File: config.mk
export PLATFORM = sky130hd
export DESIGN_NAME = exu_stage
export DESIGN_NICKNAME = d
export VERILOG_FILES = /design/src/rtl/exu_stage.sv
export SDC_FILE = /design/constraint.sdc
export NUM_CORES = 2
export LEC_CHECK = 0
export BUFFER_PORTS_ARGS = -buffer_cell sky130_fd_sc_hd__buf_2
export CORE_MARGIN = 2
export CORE_UTILIZATION = 50
export CTS_BUF_LIST = sky130_fd_sc_hd__clkbuf_2 sky130_fd_sc_hd__clkbuf_4 sky130_fd_sc_hd__clkbuf_8
export DETAILED_ROUTE_END_ITERATION = 10
export PLACE_DENSITY = 0.74
export REMOVE_ABC_BUFFERS = 1
export SETUP_SLACK_MARGIN = 0.2
export SLEW_MARGIN = 20
export SYNTH_ARGS = -nofsm -noshare
export SYNTH_HDL_FRONTEND = slang
export SYNTH_SLANG_ARGS = --single-unit
File: constraint.sdc
create_clock -name clk_i -period 7.88 [get_ports clk_i]
set_input_delay 0 -clock clk_i [delete_from_list [all_inputs] [get_ports clk_i]]
set_output_delay 0 -clock clk_i [all_outputs]
set_load 0.05 [all_outputs]
File: src/rtl/exu_stage.sv
// Registered execute stage: ALU, branch/jump resolution and an iterative RV32M
// multiply/divide unit behind valid/ready handshakes, with a synchronous flush.
module exu_stage #(
  parameter int unsigned XLEN = 32
) (
  input  logic            clk_i,
  input  logic            rst_ni,
  input  logic            flush_i,
  input  logic            in_valid_i,
  output logic            in_ready_o,
  input  logic [XLEN-1:0] in_src1_i,
  input  logic [XLEN-1:0] in_src2_i,
  input  logic [3:0]      in_alu_ctrl_i,
  input  logic [XLEN-1:0] in_imm_i,
  input  logic [XLEN-1:0] in_pc_i,
  input  logic [2:0]      in_funct3_i,
  input  logic            in_is_branch_i,
  input  logic            in_is_jump_i,
  input  logic            in_is_jalr_i,
  input  logic            in_is_md_i,
  output logic            out_valid_o,
  input  logic            out_ready_i,
  output logic [XLEN-1:0] out_result_o,
  output logic [XLEN-1:0] out_dnpc_o,
  output logic            out_redirect_o
);

  localparam int unsigned     CntW    = $clog2(XLEN);
  localparam logic [CntW-1:0] CntLast = CntW'(XLEN - 1);
  localparam logic [CntW-1:0] CntOne  = CntW'(1);
  localparam logic [XLEN-1:0] MinNeg  = {1'b1, {(XLEN-1){1'b0}}};
  localparam logic [XLEN-1:0] PcStep  = XLEN'(4);

  localparam logic [3:0] AluAdd  = 4'b0000;
  localparam logic [3:0] AluSub  = 4'b1000;
  localparam logic [3:0] AluSll  = 4'b0001;
  localparam logic [3:0] AluSlt  = 4'b0010;
  localparam logic [3:0] AluSltu = 4'b0011;
  localparam logic [3:0] AluXor  = 4'b0100;
  localparam logic [3:0] AluSrl  = 4'b0101;
  localparam logic [3:0] AluSra  = 4'b1101;
  localparam logic [3:0] AluOr   = 4'b0110;
  localparam logic [3:0] AluAnd  = 4'b0111;

  typedef enum logic [1:0] {StIdle, StBusy, StDone} state_e;

  state_e          state_q, state_d;
  logic [CntW-1:0] cnt_q, cnt_d;
  logic [XLEN-1:0] hi_q, hi_d;
  logic [XLEN-1:0] lo_q, lo_d;
  logic [XLEN-1:0] mcand_q, mcand_d;
  logic [2:0]      op_q, op_d;
  logic            neg_q, neg_d;
  logic [XLEN-1:0] res_q, res_d;
  logic [XLEN-1:0] dnpc_q, dnpc_d;
  logic            redir_q, redir_d;

  // ALU
  logic [XLEN-1:0] alu_res;
  logic [CntW-1:0] shamt;
  logic            less_s, less_u, less_flag, zero_flag;

  assign shamt  = in_src2_i[CntW-1:0];
  assign less_s = $signed(in_src1_i) < $signed(in_src2_i);
  assign less_u = in_src1_i < in_src2_i;

  always_comb begin
    alu_res = '0;
    case (in_alu_ctrl_i)
      AluAdd:  alu_res = in_src1_i + in_src2_i;
      AluSub:  alu_res = in_src1_i - in_src2_i;
      AluSll:  alu_res = in_src1_i << shamt;
      AluSlt:  alu_res = {{(XLEN-1){1'b0}}, less_s};
      AluSltu: alu_res = {{(XLEN-1){1'b0}}, less_u};
      AluXor:  alu_res = in_src1_i ^ in_src2_i;
      AluSrl:  alu_res = in_src1_i >> shamt;
      AluSra:  alu_res = $unsigned($signed(in_src1_i) >>> shamt);
      AluOr:   alu_res = in_src1_i | in_src2_i;
      AluAnd:  alu_res = in_src1_i & in_src2_i;
      default: alu_res = '0;
    endcase
  end

  // Signedness of the comparison follows the ALU control: SLTU selects unsigned.
  assign less_flag = (in_alu_ctrl_i == AluSltu) ? less_u : less_s;
  assign zero_flag = (alu_res == '0);

  // Branch / next-pc
  logic            br_cond, taken;
  logic [XLEN-1:0] dnpc_calc;

  always_comb begin
    case (in_funct3_i)
      3'b000:         br_cond = zero_flag;
      3'b001:         br_cond = !zero_flag;
      3'b100, 3'b110: br_cond = less_flag;
      3'b101, 3'b111: br_cond = !less_flag;
      default:        br_cond = 1'b0;
    endcase
    taken     = in_is_branch_i & br_cond;
    dnpc_calc = (taken | in_is_jump_i) ? in_pc_i + in_imm_i : in_pc_i + PcStep;
    if (in_is_jalr_i) dnpc_calc[0] = 1'b0;
  end

  // MDU operand setup
  logic            a_signed, b_signed, a_neg, b_neg, is_div;
  logic [XLEN-1:0] a_mag, b_mag;
  logic            div_zero, div_ovf, md_special;
  logic [XLEN-1:0] special_res;

  always_comb begin
    a_signed    = (in_funct3_i == 3'b001) | (in_funct3_i == 3'b010) |
                  (in_funct3_i == 3'b100) | (in_funct3_i == 3'b110);
    b_signed    = (in_funct3_i == 3'b001) | (in_funct3_i == 3'b100) |
                  (in_funct3_i == 3'b110);
    a_neg       = a_signed & in_src1_i[XLEN-1];
    b_neg       = b_signed & in_src2_i[XLEN-1];
    a_mag       = a_neg ? -in_src1_i : in_src1_i;
    b_mag       = b_neg ? -in_src2_i : in_src2_i;
    is_div      = in_funct3_i[2];
    div_zero    = is_div & (in_src2_i == '0);
    div_ovf     = is_div & !in_funct3_i[0] & (in_src1_i == MinNeg) & (in_src2_i == '1);
    md_special  = div_zero | div_ovf;
    // funct3[1] distinguishes REM/REMU from DIV/DIVU
    if (div_zero) special_res = in_funct3_i[1] ? in_src1_i : '1;
    else          special_res = in_funct3_i[1] ? '0 : in_src1_i;
  end

  // One iteration of shift-add multiply and restoring divide
  logic [XLEN:0]     mul_sum, div_shift, div_diff;
  logic [XLEN-1:0]   mul_hi, mul_lo, div_hi, div_lo, div_raw, div_res, mul_res;
  logic [2*XLEN-1:0] prod, prod_fix;

  always_comb begin
    mul_sum   = {1'b0, hi_q} + {1'b0, (lo_q[0] ? mcand_q : '0)};
    mul_hi    = mul_sum[XLEN:1];
    mul_lo    = {mul_sum[0], lo_q[XLEN-1:1]};
    div_shift = {hi_q, lo_q[XLEN-1]};
    div_diff  = div_shift - {1'b0, mcand_q};
    div_hi    = div_diff[XLEN] ? div_shift[XLEN-1:0] : div_diff[XLEN-1:0];
    div_lo    = {lo_q[XLEN-2:0], !div_diff[XLEN]};
    prod      = {mul_hi, mul_lo};
    prod_fix  = neg_q ? -prod : prod;
    mul_res   = (op_q[1:0] == 2'b00) ? prod_fix[XLEN-1:0] : prod_fix[2*XLEN-1:XLEN];
    div_raw   = op_q[1] ? div_hi : div_lo;
    div_res   = neg_q ? -div_raw : div_raw;
  end

  // Handshake and FSM
  logic accept;

  assign in_ready_o = !flush_i & ((state_q == StIdle) | ((state_q == StDone) & out_ready_i));
  assign accept     = in_valid_i & in_ready_o;

  always_comb begin
    state_d = state_q;
    cnt_d   = cnt_q;
    hi_d    = hi_q;
    lo_d    = lo_q;
    mcand_d = mcand_q;
    op_d    = op_q;
    neg_d   = neg_q;
    res_d   = res_q;
    dnpc_d  = dnpc_q;
    redir_d = redir_q;

    if (accept) begin
      dnpc_d  = dnpc_calc;
      redir_d = taken | in_is_jump_i;
      if (in_is_md_i && !md_special) begin
        state_d = StBusy;
        cnt_d   = CntLast;
        op_d    = in_funct3_i;
        hi_d    = '0;
        lo_d    = is_div ? a_mag : b_mag;
        mcand_d = is_div ? b_mag : a_mag;
        neg_d   = (is_div & in_funct3_i[1]) ? a_neg : (a_neg ^ b_neg);
      end else begin
        state_d = StDone;
        res_d   = in_is_md_i ? special_res : alu_res;
      end
    end else begin
      case (state_q)
        StBusy: begin
          hi_d  = op_q[2] ? div_hi : mul_hi;
          lo_d  = op_q[2] ? div_lo : mul_lo;
          cnt_d = cnt_q - CntOne;
          if (cnt_q == '0) begin
            res_d   = op_q[2] ? div_res : mul_res;
            state_d = StDone;
          end
        end
        StDone:  if (out_ready_i) state_d = StIdle;
        default: state_d = state_q;
      endcase
    end

    if (flush_i) state_d = StIdle;
  end

  always_ff @(posedge clk_i or negedge rst_ni) begin
    if (!rst_ni) begin
      state_q <= StIdle;
      cnt_q   <= '0;
      hi_q    <= '0;
      lo_q    <= '0;
      mcand_q <= '0;
      op_q    <= '0;
      neg_q   <= 1'b0;
      res_q   <= '0;
      dnpc_q  <= '0;
      redir_q <= 1'b0;
    end else begin
      state_q <= state_d;
      cnt_q   <= cnt_d;
      hi_q    <= hi_d;
      lo_q    <= lo_d;
      mcand_q <= mcand_d;
      op_q    <= op_d;
      neg_q   <= neg_d;
      res_q   <= res_d;
      dnpc_q  <= dnpc_d;
      redir_q <= redir_d;
    end
  end

  assign out_valid_o    = (state_q == StDone);
  assign out_result_o   = res_q;
  assign out_dnpc_o     = dnpc_q;
  assign out_redirect_o = redir_q;

endmodule
Word-level counts from Yosys, hierarchy flattened
Index checks and enable logic that the tools add are counted.

storage, ports and cells
  bits in read-only memories = 0
  bits in latches = 0
  word-level logic and storage cells = 137
  bits in registers = 172
  bits in writable memories = 0
  memories = 0
  output and inout bits = 67
  bits of input ports = 144

cells by class
  $lt $le $gt $ge = 2
  reduce and logical (&&, ||, !) cells = 23
  bitwise gates (word level) = 23
  $mul = 0
  shifts and indexed selects = 3
  multiplexer cells = 42
  add/subtract/negate cells = 11
  div/mod/pow operators = 0
  equality and inequality tests = 23

operators by type and width
  cell                                                                   count
  32-bit 2-to-1 mux                                                      27
  32-bit case mux with 10 select lines                                   1
  32-bit negator                                                         3
  32-bit adder                                                           2
  32-bit equality test, second input constant                            2
  32-bit zero test                                                       2
  32-bit less-than comparator                                            2
  64-bit 2-to-1 mux                                                      1
  64-bit negator                                                         1
  32-bit by 32-bit adder with 33-bit output                              1
  33-bit by 32-bit subtractor with 33-bit output                         1
  32-bit by 3-bit adder with 32-bit output, second input constant        1
  32-bit AND                                                             1
  32-bit bitwise OR                                                      1
  32-bit by 5-bit left shift with 32-bit output                          1
  32-bit by 5-bit right shift with 32-bit output                         1
  32-bit by 5-bit >>> shifter with 32-bit output                         1
  32-bit subtractor                                                      1
  32-bit XOR                                                             1
  4-bit by 3-bit equality test with 1-bit output, second input constant  4
  5-bit 2-to-1 mux                                                       3
  3-bit equality test, second input constant                             4
  1-bit AND                                                              11
  2-bit 2-to-1 mux                                                       5
  28 further kinds                                                       49

Depth between registers and ports, before layout
  depth in word-level cells = 10
  depth in mapped cells = 28

Least setup slack after synthesis
OpenSTA, ideal clock, no wires.

  path kind = register to register
  from = register lo_q[31]
  to = register res_q[26] (netlist: out_result_o[26])
  data required time = 7.749 ns
  buffers on the path = 7
  arrival time = 5.678 ns
  setup slack = 2.071 ns
  stages on the path, launching flop included = 29
  path through = dfrtp_1 -> inv_1 -> ha_1 -> inv_1 -> fa_1 -> a211oi_1 -> o211a_1 -> or4_4 -> a21o_1 -> o211ai_2 -> buf_6 -> buf_4 -> buf_2 -> buf_2 -> buf_2 -> clkbuf_1 -> nor2_1 -> a21oi_1 -> nor2_1 -> a21oi_1 -> ha_1 -> o211ai_1 -> or4_1 -> or2_0 -> clkbuf_1 -> o21ai_0 -> xnor2_1 -> a311oi_1 -> o21ai_1

on the way
  longest elaborated chain between the ends = 9
  elaborated cells on any way between the ends = 13
  classes of those cells = add/sub (3); mux (9); reduce/logical (1)

RTL lines
  what                                                  line      text
  start, declared                                       50        logic [XLEN-1:0] lo_q, lo_d;
  start signal, assigned                                217       lo_q <= lo_d;
  33-bit by 32-bit subtractor with 33-bit output        139       div_diff = div_shift - {1'b0, mcand_q};
  32-bit 2-to-1 mux or 1-bit zero test (tied branches)  140, 141
  32-bit 2-to-1 mux                                     145       div_raw = op_q[1] ? div_hi : div_lo;
  32-bit negator                                        146       div_res = neg_q ? -div_raw : div_raw;
  32-bit 2-to-1 mux                                     146
  32-bit 2-to-1 mux *                                   189       res_d = op_q[2] ? div_res : mul_res;
  32-bit 2-to-1 mux *                                   188       if (cnt_q == '0) begin
  32-bit 2-to-1 mux *                                   183       case (state_q)
  32-bit 2-to-1 mux *                                   167       if (accept) begin
  end signal, assigned                                  221       res_q <= res_d;
  end, declared                                         54        logic [XLEN-1:0] res_q, res_d;

Mark *: on every way between the ends. The rest lies on a longest branch, timed or not. The select of a mux whose other input is x is not followed.
A chain may end at the register's enable or synchronous reset.

Final worst setup path
  from = input port in_src2_i[0]
  to = register dnpc_q[1] (netlist: out_dnpc_o[1])

on the way
  longest elaborated chain between the ends = 8
  elaborated cells on any way between the ends = 19
  classes of those cells = add/sub (2); order compare (2); shift (3); mux (4); bitwise (5); reduce/logical (3)

RTL lines
  what                                       line  text
  start, declared                            12    input logic [XLEN-1:0] in_src2_i,
  32-bit subtractor (tied with other cells)  71    AluSub: alu_res = in_src1_i - in_src2_i;
  32-bit case mux with 10 select lines       69    case (in_alu_ctrl_i)
  32-bit zero test                           86    assign zero_flag = (alu_res == '0);
  1-bit zero test                            95    3'b001: br_cond = !zero_flag;
  1-bit case mux with 4 select lines *       93    case (in_funct3_i)
  1-bit AND *                                100   taken = in_is_branch_i & br_cond;
  1-bit bitwise OR *                         101   dnpc_calc = (taken | in_is_jump_i) ? in_pc_i + in_imm_i : in_pc_i + PcStep;
  32-bit 2-to-1 mux *                        101
  end signal, assigned                       222   dnpc_q <= dnpc_d;
  end, declared                              55    logic [XLEN-1:0] dnpc_q, dnpc_d;

Mark *: on every way between the ends. The rest lies on a longest branch, timed or not.

==> reports/results.tsv <==
stage	metric	value	unit
placement	hpwl	95750	um
logic_synthesis	synth-main-ff-cell	dfrtp_1	
critical_path	setup_crit_start	in_src2_i[0]	
critical_path	worst_path_largest_cell_delay	0.89	ns
clock_network	tritoncts_num_sinks	172	
critical_path	critical_path_peak_fanout	60	
job	max_cap_viol_count	0	
grt	first_pass_grt_wire_length	189600	um
floorplan	number_of_top_level_pins	211	
routing	number_of_routed_nets_with_antenna_violations	0	
power_and_ir_drop	max-vdd-ir-drop	0.0002084	V
routing	detail_route.vias_per_cell	6.833	
placement	port_buffers	210	
grt	grt_antenna_before_repair	4	
clock_network	cts_made_buffers	17	
logic_synthesis	asyncSetResetFlopFracSynth	1.000	
logic_synthesis	synth-warning-count	0	
sta	setup-violations-final	0	
floorplan	start_util	0.5028	
clock_network	tritoncts	built	
placement	gp_congestion	1.099	
clock_network	clock_insertion_delay_worst_skew	0.53	ns
logic_synthesis	synth_sequential_area_ratio	0.1459	
floorplan	coreArea	0.05869	mm2
routing	detail_route.wirelength	125500	um
logic_synthesis	synth_area_leader_cell	dfrtp_1	
logic_synthesis	postSynthRegisterBits	172	
sta	final-hold-violation-count	0	
routing	detailedRoute.firstPassIterationCount	11	
critical_path	worst_setup_path_end_kind	flop	
placement	postPlaceCellArea	0.03073	mm2
clock_network	h_tree_level_count	4	
worst_hold_path	holdCritPathClass	input port to flop	
sta	worst-slew-pin-transition	1.061	ns
routing	num_vias	33720	
grt	gr-total-overflow	0	
logic_synthesis	synth-edff-count	0	
clock_network	post_cts.repair.setup_buffers	0	
critical_path	crit_path_cell_trace	buf_4, ha_1, inv_1, fa_1, nor2b_1, o2111ai_1, o211ai_1, nor4_1, o21ai_0, a211oi_1, o31ai_1, nor4_1, nand4_1, nor4_2, a21oi_1, nor3_4, nand2_1, dlygate4sd3_1, a31oi_1, dlygate4sd3_1	
clock_network	clock_tree.buffer_depth	2	
sta	final_max_slew_viol_count	0	
critical_path	required	8.36	ns
critical_path	critical_path.slowest_cell	nor4_1	
sta	final.setup_skew	0.01622	ns
grt	first_global_vias	30930	
placement	detailedPlace.worstSlack	1.624	ns
grt	grt.total_usage	0.4024	
routing	drt_iter0_drc	4219	
placement	placed_cells_incl_taps	4826	
floorplan	dieHeight	246.9	um
sta	worst_slew_margin_rel	0.2862	
critical_path	critPathLaunchType	input port	
critical_path	reg_to_reg_slack_setup	1.98	ns
sta	setup_slack	1.383	ns
power_and_ir_drop	power_per_unit_of_standard_cell_area	270.4	mW/mm2
floorplan	dieArea	0.06098	mm2
sta	setup_repair_after_global_routing_missed_its_margin	false	
final_layout	post-route-cell-area	0.03188	mm2
logic_synthesis	fraction_of_post_synthesis_cell_area_in_the_top_cell_type_by_area	0.1459	
power_and_ir_drop	total_leakage_power	0.01354	uW
critical_path	worst_r2r_startpoint	lo_q[31]	
critical_path	worst_ep_arrival_time	6.97	ns
final_layout	post_layout_nonfiller_instances	4935	
grt	grt_max_degree	102	
outcome	run_status	complete, but fails checks	
final_layout	synthToLayoutAreaGrowth	8.039	%
routing	drt-wirelength-per-cell	25.44	um
sta	share_of_the_clock_period_used_by_the_worst_path	0.8245	
routing	remaining_drc_errors	2	
clock_network	ctsRootBufferMaster	clkbuf_8	
power_and_ir_drop	p_total	8620	uW
outcome	violations	design-rule violations	
floorplan	floorplan.die.width	246.9	um
critical_path	timing.critical_path.max_delay_family	simple AND/OR/NAND/NOR gates	
logic_synthesis	syn_area_per_cell	7.175	um2
final_layout	design.final.nets	4497	
sta	max_freq	153.9	MHz
floorplan	placement_rows	89	
logic_synthesis	synth_cell_types	103	
critical_path	worstPathBufferInverterCount	4	
logic_synthesis	mapped_cell_area	0.02951	mm2
worst_hold_path	holdCritStartpoint	in_imm_i[8]	
sta	min_clock_period_post_route	6.497	ns
final_layout	layout.filler_cells	5769	
final_layout	drive_gt1_frac	0.1065	
logic_synthesis	post_synth_inst_count	4113	
logic_synthesis	netlist_top_cells_area	dfrtp_1 15%, ha_1 8.6%, a21oi_1 5.9%, xnor2_1 5.6%, mux2i_1 5.6%	
critical_path	timing.setup.critical_path_class	input port to flop	
clock_network	cts.clk_slew.worst_paths	0.12	ns
tightest hold or removal path, stage by stage:
cell and delay, ns:
buf_2 0.08, ha_1 0.19, xnor2_1 0.08, mux2i_1 0.11, o21ai_0 0.08
cell type report:
class | instances | area (um2) | area share
Clock buffer | 20 | 269.0 | 0.008438
Tap cell | 773 | 967.2 | 0.03034
Timing Repair Buffer | 338 | 2238 | 0.07021
Multi-Input combinational cell | 3434 | 23280 | 0.7301
Inverter | 182 | 683.2 | 0.02143
Clock inverter | 12 | 126.4 | 0.003964
Sequential cell | 172 | 4312 | 0.1352
Antenna cell | 4 | 10.01 | 0.0003140
kinds of logic (layout without fill, tap and decap cells):
family          after synthesis  in the layout  synth area share
compound gates             1373           1373            0.3042
simple gates               1356           1356            0.2216
buf+inv                     507            552           0.06809
xor+xnor                    259            259           0.07687
mux                         234            234           0.09260
fa+ha+maj                   212            212           0.09082
flops                       172            172            0.1459
other cells                   0              4                 0
repair_timing:
action	4_1_cts	5_1_grt
hold buffers	72	0
endpoints found under the setup margin	0	0
hold endpoints to repair	125	0
gates resized for setup	0	0
power by group:
part	internal [uW]	switching, uW	total [uW]
Sequential	1170	503	1680
Clock	279	389	668
Combinational	2330	3950	6270
metal layers:
layer,share of wire,wire (um),vias to the layer above,GRT usage
met5,0.00024,30,-,0
met4,0.061,7634,2,0.2068
met3,0.10,12630,417,0.06772
met2,0.43,54300,2065,0.6130
met1,0.41,50920,15960,0.5452
li1,-,-,15280,-
through the flow:
stage | TNS (ns) | hold WS (ns) | util
after floorplan | -187.77 | -0.2956 | -
after CTS | 0 | 0.0002099 | 0.5426
after global routing | 0 | 0.06374 | 0.5431
final | 0 | 0.03345 | 0.5433
after detailed placement | 0 | 0.1076 | 0.5236
after global placement | 0 | 0.1057 | 0.5236
final timing paths:
kind	depth (start not counted)	endpoint
setup / recovery	20	out_dnpc_o[1]
hold / removal	5	out_dnpc_o[8]
setup reg to reg	22	out_result_o[26]
hold reg to reg	1	cnt_q[0]
max in group asynchronous	4	op_q[2]
min in group asynchronous	2	cnt_q[3]
cells in the mapped netlist (all sizes together), types with 24 or more instances:
cell	count
o311ai	24
xnor2	189
nor2b	28
a221oi	24
o22ai	36
buf	83
a31oi	50
o21ai	333
o211ai	50
mux4	26
ha	203
nor4	31
mux2	43
a21o	47
clkbuf	242
and3	34
nand2	378
or3	40
a211oi	102
dfrtp	172
o31ai	67
nand3	150
inv	180
nor2	366
nand2b	34
mux2i	165
and2	64
o221ai	41
nand4	46
a21oi	347
xor2	70
nor3	84
cell usage in the layout (no fill, tap or decap), types with 150 or more instances in the layout:
master	synthesis	layout
nand2_1	378	377
nor2_1	365	365
a21oi_1	347	347
o21ai_0	326	326
buf_2	40	207
ha_1	203	203
xnor2_1	189	189
inv_1	178	177
dfrtp_1	172	168
mux2i_1	164	164
nand3_1	150	150
sequential cells by signal (all words and copies together) (netlist names):
signal          count
out_dnpc_o         32
cnt_q               5
mcand_q            32
hi_q               32
state_q             2
lo_q               32
neg_q               1
out_result_o       32
out_redirect_o      1
op_q                3
Note: power is estimated with default switching activity, not from simulation.
